==> config.mk <==
export PLATFORM = sky130hd
export DESIGN_NAME = vector_lsu_flat
export DESIGN_NICKNAME = d
export VERILOG_FILES = /design/src/rtl/vector_lsu_if.sv /design/src/rtl/vector_lsu.sv /design/src/flat_wrapper.sv
export SDC_FILE = /design/constraint.sdc
export NUM_CORES = 1
export LEC_CHECK = 0
export BUFFER_PORTS_ARGS = -buffer_cell sky130_fd_sc_hd__buf_4
export CORE_ASPECT_RATIO = 0.9
export CORE_MARGIN = 5
export CORE_UTILIZATION = 50
export CTS_BUF_LIST = sky130_fd_sc_hd__clkbuf_2
export CTS_CLUSTER_SIZE = 30
export DETAILED_ROUTE_END_ITERATION = 8
export GPL_TIMING_DRIVEN = 0
export PLACE_DENSITY = 0.77
export SLEW_MARGIN = 20
export SYNTH_ARGS = -nofsm -noshare
export SYNTH_HDL_FRONTEND = slang
export SYNTH_SLANG_ARGS = --single-unit
==> constraint.sdc <==
create_clock -name clk -period 3.67 [get_ports clk]
set_input_delay 0.734 -clock clk [delete_from_list [all_inputs] [get_ports clk]]
set_output_delay 0.734 -clock clk [all_outputs]
set_load 0.02 [all_outputs]
==> src/rtl/vector_lsu_if.sv <==
// Bundle between the vector load/store unit and its surroundings:
// command channel, vector register file ports and the data_mem handshake.
interface vector_lsu_if #(
    parameter int DW = 32,
    parameter int AW = 6,
    parameter int BW = 3,
    parameter int IW = 3
);
    // command channel
    logic          cmd_valid;
    logic          cmd_ready;
    logic          cmd_load;
    logic [AW-1:0] cmd_base;
    logic [AW-1:0] cmd_stride;
    logic [IW:0]   cmd_len;
    logic [BW-1:0] cmd_bank;
    logic [2:0]    cmd_vreg;
    logic          busy;
    logic          cmd_done;

    // vector register file
    logic [2:0]    vrf_rd_reg;
    logic [IW-1:0] vrf_rd_idx;
    logic [DW-1:0] vrf_rd_data;
    logic          vrf_wr_en;
    logic [2:0]    vrf_wr_reg;
    logic [IW-1:0] vrf_wr_idx;
    logic [DW-1:0] vrf_wr_data;

    // data_mem handshake
    logic          mem_start;
    logic          mem_rw;
    logic [AW-1:0] mem_addr;
    logic [BW-1:0] mem_bank;
    logic [DW-1:0] mem_din;
    logic [DW-1:0] mem_dout;
    logic          mem_ready;
    logic          mem_done;

    // LSU side
    modport master (
        input  cmd_valid, cmd_load, cmd_base, cmd_stride, cmd_len, cmd_bank, cmd_vreg,
        output cmd_ready, busy, cmd_done,
        output vrf_rd_reg, vrf_rd_idx,
        input  vrf_rd_data,
        output vrf_wr_en, vrf_wr_reg, vrf_wr_idx, vrf_wr_data,
        output mem_start, mem_rw, mem_addr, mem_bank, mem_din,
        input  mem_dout, mem_ready, mem_done
    );

    // environment side (command source, VRF and data_mem)
    modport slave (
        output cmd_valid, cmd_load, cmd_base, cmd_stride, cmd_len, cmd_bank, cmd_vreg,
        input  cmd_ready, busy, cmd_done,
        input  vrf_rd_reg, vrf_rd_idx,
        output vrf_rd_data,
        input  vrf_wr_en, vrf_wr_reg, vrf_wr_idx, vrf_wr_data,
        input  mem_start, mem_rw, mem_addr, mem_bank, mem_din,
        output mem_dout, mem_ready, mem_done
    );
endinterface

==> src/rtl/vector_lsu.sv <==
// Vector load/store unit: turns one strided vector command into a sequence
// of single-element data_mem accesses, one access outstanding at a time.
module vector_lsu #(
    parameter int DW   = 32,
    parameter int AW   = 6,
    parameter int BW   = 3,
    parameter int VLEN = 8,
    parameter int IW   = 3
) (
    input  logic         clk,
    input  logic         reset,
    vector_lsu_if.master bus
);
    typedef enum logic [1:0] {IDLE, ISSUE, WAIT, FIN} state_t;

    localparam logic [IW:0] VLEN_C = (IW + 1)'(VLEN);

    state_t        state_reg;
    logic          load_reg;
    logic [AW-1:0] addr_reg;
    logic [AW-1:0] stride_reg;
    logic [IW:0]   len_reg;
    logic [BW-1:0] bank_reg;
    logic [2:0]    vreg_reg;
    logic [IW-1:0] idx_reg;

    logic          busy_reg;
    logic          cmd_done_reg;
    logic          vrf_wr_en_reg;
    logic [2:0]    wr_vreg_reg;
    logic [IW-1:0] wr_idx_reg;
    logic [DW-1:0] wr_data_reg;
    logic          mem_start_reg;
    logic          mem_rw_reg;
    logic [AW-1:0] mem_addr_reg;
    logic [BW-1:0] mem_bank_reg;
    logic [DW-1:0] mem_din_reg;

    logic [IW:0]   len_clamped;
    logic [IW:0]   idx_inc;

    // Oversized lengths are treated as a full vector.
    assign len_clamped = (bus.cmd_len > VLEN_C) ? VLEN_C : bus.cmd_len;
    // Element count after the current access completes, compared against len.
    assign idx_inc     = {1'b0, idx_reg} + {{IW{1'b0}}, 1'b1};

    assign bus.cmd_ready   = (state_reg == IDLE);
    assign bus.busy        = busy_reg;
    assign bus.cmd_done    = cmd_done_reg;
    assign bus.vrf_rd_reg  = vreg_reg;
    assign bus.vrf_rd_idx  = idx_reg;
    assign bus.vrf_wr_en   = vrf_wr_en_reg;
    assign bus.vrf_wr_reg  = wr_vreg_reg;
    assign bus.vrf_wr_idx  = wr_idx_reg;
    assign bus.vrf_wr_data = wr_data_reg;
    assign bus.mem_start   = mem_start_reg;
    assign bus.mem_rw      = mem_rw_reg;
    assign bus.mem_addr    = mem_addr_reg;
    assign bus.mem_bank    = mem_bank_reg;
    assign bus.mem_din     = mem_din_reg;

    // Command sequencer: accept, issue each element, wait for completion, signal done.
    always_ff @(posedge clk or negedge reset) begin
        if (!reset) begin
            state_reg     <= IDLE;
            load_reg      <= 1'b0;
            addr_reg      <= '0;
            stride_reg    <= '0;
            len_reg       <= '0;
            bank_reg      <= '0;
            vreg_reg      <= '0;
            idx_reg       <= '0;
            busy_reg      <= 1'b0;
            cmd_done_reg  <= 1'b0;
            vrf_wr_en_reg <= 1'b0;
            wr_vreg_reg   <= '0;
            wr_idx_reg    <= '0;
            wr_data_reg   <= '0;
            mem_start_reg <= 1'b0;
            mem_rw_reg    <= 1'b0;
            mem_addr_reg  <= '0;
            mem_bank_reg  <= '0;
            mem_din_reg   <= '0;
        end else begin
            // strobes are single-cycle unless re-asserted below
            vrf_wr_en_reg <= 1'b0;
            mem_start_reg <= 1'b0;
            case (state_reg)
                IDLE: begin
                    if (bus.cmd_valid) begin
                        load_reg   <= bus.cmd_load;
                        addr_reg   <= bus.cmd_base;
                        stride_reg <= bus.cmd_stride;
                        len_reg    <= len_clamped;
                        bank_reg   <= bus.cmd_bank;
                        vreg_reg   <= bus.cmd_vreg;
                        idx_reg    <= '0;
                        busy_reg   <= 1'b1;
                        if (len_clamped == '0) begin
                            // empty vector: complete without touching memory
                            cmd_done_reg <= 1'b1;
                            state_reg    <= FIN;
                        end else begin
                            state_reg <= ISSUE;
                        end
                    end
                end
                ISSUE: begin
                    if (bus.mem_ready) begin
                        // address/bank/rw/din stay on the bus until the next issue
                        mem_start_reg <= 1'b1;
                        mem_addr_reg  <= addr_reg;
                        mem_bank_reg  <= bank_reg;
                        mem_rw_reg    <= ~load_reg;
                        mem_din_reg   <= load_reg ? '0 : bus.vrf_rd_data;
                        state_reg     <= WAIT;
                    end
                end
                WAIT: begin
                    if (bus.mem_done) begin
                        if (load_reg) begin
                            vrf_wr_en_reg <= 1'b1;
                            wr_vreg_reg   <= vreg_reg;
                            wr_idx_reg    <= idx_reg;
                            wr_data_reg   <= bus.mem_dout;
                        end
                        idx_reg  <= idx_reg + 1'b1;
                        // address wraps silently at the top of the bank
                        addr_reg <= addr_reg + stride_reg;
                        if (idx_inc == len_reg) begin
                            cmd_done_reg <= 1'b1;
                            state_reg    <= FIN;
                        end else begin
                            state_reg <= ISSUE;
                        end
                    end
                end
                FIN: begin
                    cmd_done_reg <= 1'b0;
                    busy_reg     <= 1'b0;
                    state_reg    <= IDLE;
                end
                default: state_reg <= IDLE;
            endcase
        end
    end
endmodule

==> src/flat_wrapper.sv <==
// flat-port wrapper written by rule: the top's interface ports become plain ports
module vector_lsu_flat 
#(
    parameter int DW   = 32,
    parameter int AW   = 6,
    parameter int BW   = 3,
    parameter int VLEN = 8,
    parameter int IW   = 3
)
  (clk, reset, bus_cmd_valid, bus_cmd_load, bus_cmd_base, bus_cmd_stride, bus_cmd_len, bus_cmd_bank, bus_cmd_vreg, bus_cmd_ready, bus_busy, bus_cmd_done, bus_vrf_rd_reg, bus_vrf_rd_idx, bus_vrf_rd_data, bus_vrf_wr_en, bus_vrf_wr_reg, bus_vrf_wr_idx, bus_vrf_wr_data, bus_mem_start, bus_mem_rw, bus_mem_addr, bus_mem_bank, bus_mem_din, bus_mem_dout, bus_mem_ready, bus_mem_done);
  vector_lsu_if #(.DW(DW), .AW(AW), .BW(BW), .IW(IW)) bus_i ();
  input  logic clk;
  input  logic reset;
  input wire logic [$bits(bus_i.cmd_valid)-1:0] bus_cmd_valid;
  input wire logic [$bits(bus_i.cmd_load)-1:0] bus_cmd_load;
  input wire logic [$bits(bus_i.cmd_base)-1:0] bus_cmd_base;
  input wire logic [$bits(bus_i.cmd_stride)-1:0] bus_cmd_stride;
  input wire logic [$bits(bus_i.cmd_len)-1:0] bus_cmd_len;
  input wire logic [$bits(bus_i.cmd_bank)-1:0] bus_cmd_bank;
  input wire logic [$bits(bus_i.cmd_vreg)-1:0] bus_cmd_vreg;
  output wire logic [$bits(bus_i.cmd_ready)-1:0] bus_cmd_ready;
  output wire logic [$bits(bus_i.busy)-1:0] bus_busy;
  output wire logic [$bits(bus_i.cmd_done)-1:0] bus_cmd_done;
  output wire logic [$bits(bus_i.vrf_rd_reg)-1:0] bus_vrf_rd_reg;
  output wire logic [$bits(bus_i.vrf_rd_idx)-1:0] bus_vrf_rd_idx;
  input wire logic [$bits(bus_i.vrf_rd_data)-1:0] bus_vrf_rd_data;
  output wire logic [$bits(bus_i.vrf_wr_en)-1:0] bus_vrf_wr_en;
  output wire logic [$bits(bus_i.vrf_wr_reg)-1:0] bus_vrf_wr_reg;
  output wire logic [$bits(bus_i.vrf_wr_idx)-1:0] bus_vrf_wr_idx;
  output wire logic [$bits(bus_i.vrf_wr_data)-1:0] bus_vrf_wr_data;
  output wire logic [$bits(bus_i.mem_start)-1:0] bus_mem_start;
  output wire logic [$bits(bus_i.mem_rw)-1:0] bus_mem_rw;
  output wire logic [$bits(bus_i.mem_addr)-1:0] bus_mem_addr;
  output wire logic [$bits(bus_i.mem_bank)-1:0] bus_mem_bank;
  output wire logic [$bits(bus_i.mem_din)-1:0] bus_mem_din;
  input wire logic [$bits(bus_i.mem_dout)-1:0] bus_mem_dout;
  input wire logic [$bits(bus_i.mem_ready)-1:0] bus_mem_ready;
  input wire logic [$bits(bus_i.mem_done)-1:0] bus_mem_done;
  assign bus_i.cmd_valid = bus_cmd_valid;
  assign bus_i.cmd_load = bus_cmd_load;
  assign bus_i.cmd_base = bus_cmd_base;
  assign bus_i.cmd_stride = bus_cmd_stride;
  assign bus_i.cmd_len = bus_cmd_len;
  assign bus_i.cmd_bank = bus_cmd_bank;
  assign bus_i.cmd_vreg = bus_cmd_vreg;
  assign bus_cmd_ready = bus_i.cmd_ready;
  assign bus_busy = bus_i.busy;
  assign bus_cmd_done = bus_i.cmd_done;
  assign bus_vrf_rd_reg = bus_i.vrf_rd_reg;
  assign bus_vrf_rd_idx = bus_i.vrf_rd_idx;
  assign bus_i.vrf_rd_data = bus_vrf_rd_data;
  assign bus_vrf_wr_en = bus_i.vrf_wr_en;
  assign bus_vrf_wr_reg = bus_i.vrf_wr_reg;
  assign bus_vrf_wr_idx = bus_i.vrf_wr_idx;
  assign bus_vrf_wr_data = bus_i.vrf_wr_data;
  assign bus_mem_start = bus_i.mem_start;
  assign bus_mem_rw = bus_i.mem_rw;
  assign bus_mem_addr = bus_i.mem_addr;
  assign bus_mem_bank = bus_i.mem_bank;
  assign bus_mem_din = bus_i.mem_din;
  assign bus_i.mem_dout = bus_mem_dout;
  assign bus_i.mem_ready = bus_mem_ready;
  assign bus_i.mem_done = bus_mem_done;
  vector_lsu #(.DW(DW), .AW(AW), .BW(BW), .VLEN(VLEN), .IW(IW)) u_core (.clk(clk), .reset(reset), .bus(bus_i));
endmodule
-- Word level (Yosys, flattened, before mapping)
Index checks and enable logic that the tools add are counted.
- $add $sub $neg: 3
- magnitude comparators: 1
- equality and inequality tests: 9
- multiplexer cells: 26
- bitwise operators: 1
- reductions and logical operators: 12
- operators with widths (operator ; number):
    32-bit 2-to-1 mux ; 1
    6-bit 2-to-1 mux ; 2
    6-bit one-hot mux with 2 select lines ; 1
    1-bit 2-to-1 mux ; 10
    2-bit 2-to-1 mux ; 5
    3-bit AND reduction ; 3
    2-bit one-hot mux with 4 select lines ; 1
    6-bit adder ; 1
    3-bit 2-to-1 mux ; 2
    2-bit inequality test (second input constant) ; 3
    3-bit one-hot mux with 2 select lines ; 1
    2-bit AND reduction ; 3
    5-bit AND reduction ; 1
    3-bit by 1-bit adder with 4-bit output (second input constant) ; 1
    2-bit == test (second input constant) ; 2
    4-bit == test ; 1
    4-bit greater-than comparator (second input constant) ; 1
    4-bit zero test ; 1
    4-bit 2-to-1 mux ; 1
    2-bit by 1-bit inequality test with 1-bit output (second input constant) ; 2
    2-bit nonzero test ; 2
    3-bit by 1-bit adder with 3-bit output (second input constant) ; 1
    1-bit one-hot mux with 3 select lines ; 1
    3-bit nonzero test ; 1
    4 further kinds ; 4
- register bits: 112
- input bits: 92
- output and inout bits: 91
- word-level logic and storage cells: 71

-- Longest topological paths before layout
- depth in word-level cells: 6
- mapped depth: 6
- mapped depth without buffers: 6

-- Worst setup path before layout
OpenSTA, ideal clock, no wires.
- kind: input to register
- from: input bus_mem_done
- to: register u_core.wr_data_reg[0] (netlist: u_core.bus.vrf_wr_data[0])
- library setup time: 0.125 ns
- data arrival time: 1.678 ns
- data required time: 3.545 ns
- path slack: 1.867 ns
- stages on the path: 6
- path buffers: 2
- cell sequence: nand2_2 > a21oi_2 > nand2_1 > buf_4 > buf_6 > mux2_4
- word-level cells in the longest chain between the ends: 1
- RTL lines (element ; line ; text):
    from (decl) ; flat_wrapper.sv:38 ; input wire logic [$bits(bus_i.mem_done)-1:0] bus_mem_done;
    3-bit AND reduction (no line) ; n/a ;
    to (signal assigned) ; vector_lsu.sv:125 ; wr_data_reg <= bus.mem_dout;
    to (decl) ; vector_lsu.sv:32 ; logic [DW-1:0] wr_data_reg;
No other way between the ends.
A chain may end at the register's enable or synchronous reset.

-- Worst setup path after layout
- from: register u_core.state_reg[0]
- to: output bus_cmd_ready
- word-level cells in the longest chain between the ends: 1
- RTL lines (element ; line ; text):
    from (decl) ; vector_lsu.sv:18 ; state_t state_reg;
    from (signal assigned) ; vector_lsu.sv:65 ; state_reg <= IDLE;
    from (signal assigned) ; vector_lsu.sv:102 ; state_reg <= FIN;
    from (signal assigned) ; vector_lsu.sv:104 ; state_reg <= ISSUE;
    2-bit zero test ; vector_lsu.sv:47 ; assign bus.cmd_ready = (state_reg == IDLE);
    to (decl) ; flat_wrapper.sv:21 ; output wire logic [$bits(bus_i.cmd_ready)-1:0] bus_cmd_ready;
No other way between the ends.

==> results list <==
- Run status: complete, no violations
* Initial core utilization: 51.7%
- Start point of the critical path: u_core.state_reg[0]
- Measured in cells, the most critical reg-to-reg path has a length of 5.
- Path category of the worst min-delay check: input pin to async pin
- For this design the static power due to leakage is 3.19 nW.
- The routed design could run at a clock period as short as 2240 ps.
- After synthesis, the mean cell area works out to 11.6 sq um.
* Worst path required time: 2940 ps
- Transition time of the tightest slew-check pin: 976 ps
- After technology mapping, the gate count stands at 409.
- Setup violations remaining at the end of the flow were counted as 0.
- Wire length of the first global-routing pass: 19300 um
- Measured on the finished design, the core utilization comes to 69.3%.
- In this run, synthesis produced a sequential element count of 112.
* Kind of start point of the critical path: flip-flop
- Max rail drop VDD: 0.000422 V
* Top library cells by usage in the layout, fill and taps aside: 182 x buf_4, 112 x dfrtp_1, 71 x nand2_1
- Die Span Y: 103 um
- Leftover overflow at the end of global routing: 0
* Via count of the first global-routing pass: 3899
- The startpoint identified for the worst register-to-register timing path is u_core.stride_reg[1].
- Post-CTS Hold Buffers: 0
- Entering global routing, the biggest net connects 113 pins.
* Half-perimeter wire length of the detailed placement result: 9330 um
- Number of gates given a new drive strength after cts: 0
* Clock latency on the worst-skew pair: 540 ps
* Most common flop cell mapped by yosys: dfrtp_1
* Clock sink count: 112
- For the worst setup path, the data arrival time is 1510 ps.
* Final Cycle Share: 61.2%
- Post-synthesis instance area: 4760 sq um
- After clock tree synthesis, the setup repair step added 0 buffers.
- Dividing the detail-routed wire length by the instance count gives 16.6 um.
* Fmax: 0.445 GHz
- After floorplanning, the core was sized to cover 9210 sq um.
- Post-route setup TNS: 0 ps
- Kind of critical path: flip-flop to output pin
- The count of nets left with antenna violations once routing finished came out at 0.
* Fraction of registers with async set/reset: 100%
- Final Net Count: 701
- Final Wtd Congestion: 0.805
- Placed Cells incl. Taps: 713
- In this run the power density over the cells is 839 nW/um^2.
- The layout has 715 filler cells.
- Fraction of final layout cells with drive strength greater than 1: 43.2%
* Synthesized Nets: 508
* Number of diodes added for antenna fixing: 0
* Number of vias after detailed routing: 3753
- Setup repair after global routing left no endpoint under its margin.
- Total power of the final layout: 0.00535 W
- Largest fanout of any net on the critical path: 10
- Placement row count: 33
* Total CTS buffers: 9
- Clock tree from TritonCTS: built
- Worst-case headroom to the max-slew limit: 35.0%
* Count of buffers inserted at the top-level ports: 182
- Number of remaining DRC errors: 0
- Global-route total usage across every layer: 21.0%
- Antenna violations before repair: 0
* Layout-stage area growth over the synthesis result: 33.9%
* DR vias/cell: 5.17
* EDFF count, synth: 0
- On the final layout, the worst clock skew is 20.8 ps.
- Final hold viol count: 0
- The floorplan step set the die width to 113 um.
- The number of different library cells used by synthesis comes to 46.
- Boundary pin count: 183
- CP Capture Type: output pin
* Fin cells: 726
- Final WL: 12100 um
- Total of max-cap violations: 0
- Total number of yosys warnings: 0
* Fraction of the yosys area taken by sequential cells: 58.9%
* Number of search-and-repair iterations in the first detailed-routing pass: 5
- The total count of max-transition violations in the final report was 0.
- After clock tree synthesis, the clock-pin slew on the worst setup and hold paths is 260 ps.
- H-tree Lvls: 3
- Buffer levels on the longest clock path: 2
- Clock Root Buffer: clkbuf_2
* Most frequent standard cell in the layout excluding fill and tap cells: buf_4
- The detailed router finished its first iteration with 206 violations.
- Area enclosed by the die boundary: 11600 sq um
power by group:
group / internal, W / total [W] / switching [W] / leakage, nW
clock network: 0.000146 / 0.000511 / 0.000365 / 0.0615
registers: 0.00177 / 0.00213 / 0.000359 / 1.39
logic: 0.00128 / 0.00272 / 0.00144 / 1.74
total: 0.00319 / 0.00535 / 0.00216 / 3.19
final timing paths:
check | to | slack [ps]
worst max-delay path | bus_cmd_ready | 1430
worst min-delay path | u_core.bus.mem_din[6] | 290
worst max register to register | u_core.addr_reg[5] | 1630
worst min register to register | u_core.bus.mem_bank[1] | 500
max in group asynchronous | u_core.stride_reg[4] | 2730
min in group clk | u_core.bus.vrf_wr_data[19] | 390
metrics by stage:
step | hold slack (ps) | worst slack (ps) | area [sq um]
finish | 290 | 1430 | 6380
global route | 308 | 1300 | 6380
CTS | 293 | 1390 | 6380
detailed placement | 459 | 1450 | 6280
global placement | 446 | 1500 | 6280
floorplan | 435 | 1870 | 4760
cell type report:
type                            instances  area, sq um  share of cell area [%]
Sequential cell                       112         2800                    43.9
Clock inverter                          4         47.5                   0.746
Tap cell                              122          153                    2.39
Buffer                                 19         90.1                    1.41
Clock buffer                            9         45.0                   0.706
Multi-Input combinational cell        270         1840                    28.8
Inverter                                8         30.0                   0.471
Timing Repair Buffer                  182         1370                    21.5
per-layer routing:
metal  GRT usage, %  vias to the layer above  part of all wire [%]
met4           5.45                        0                   1.2
met3           4.87                       13                   7.3
met1           26.8                     1822                    41
met5              0                        -                     0
li1               -                     1773                     -
met2           36.6                      145                    50
critical path, stage by stage, from the launching register on:
cell,delay [ps]
dfrtp_1,520
buf_2,250
nor2_1,60
buf_4,150
synth_stat cells (2+ instances only):
library cell / n / area [sq um]
dfrtp_1: 112 / 2800
nand2_1: 71 / 267
o21ai_0: 47 / 235
mux2_2: 44 / 495
nand2b_1: 33 / 206
clkbuf_1: 9 / 33.8
mux2_4: 9 / 135
nor2_1: 9 / 33.8
inv_1: 7 / 26.3
buf_2: 6 / 30.0
ha_1: 6 / 75.1
a21oi_1: 5 / 25.0
nand3b_1: 5 / 37.5
nand3_1: 4 / 20.0
a31oi_1: 3 / 18.8
xor2_1: 3 / 26.3
a21o_1: 2 / 15.0
a22oi_1: 2 / 15.0
buf_1: 2 / 7.51
nor3_1: 2 / 10.0
o21a_1: 2 / 15.0
xnor2_1: 2 / 17.5
kinds of logic (layout without fill, tap and decap cells):
logic type                 after synthesis  in the layout  share of synthesized area, %
xor gates and xnor gates                 5              5                         0.920
DFF                                    112            112                          58.9
muxes                                   53             53                          13.2
adders and majority gates                7              7                          2.00
buffers and inverters                   27            222                          2.52
and+or+nand+nor                        131            131                          13.2
AOI/OAI and AO/OA                       74             74                          9.25
Note: power is estimated with default switching activity, not from simulation.
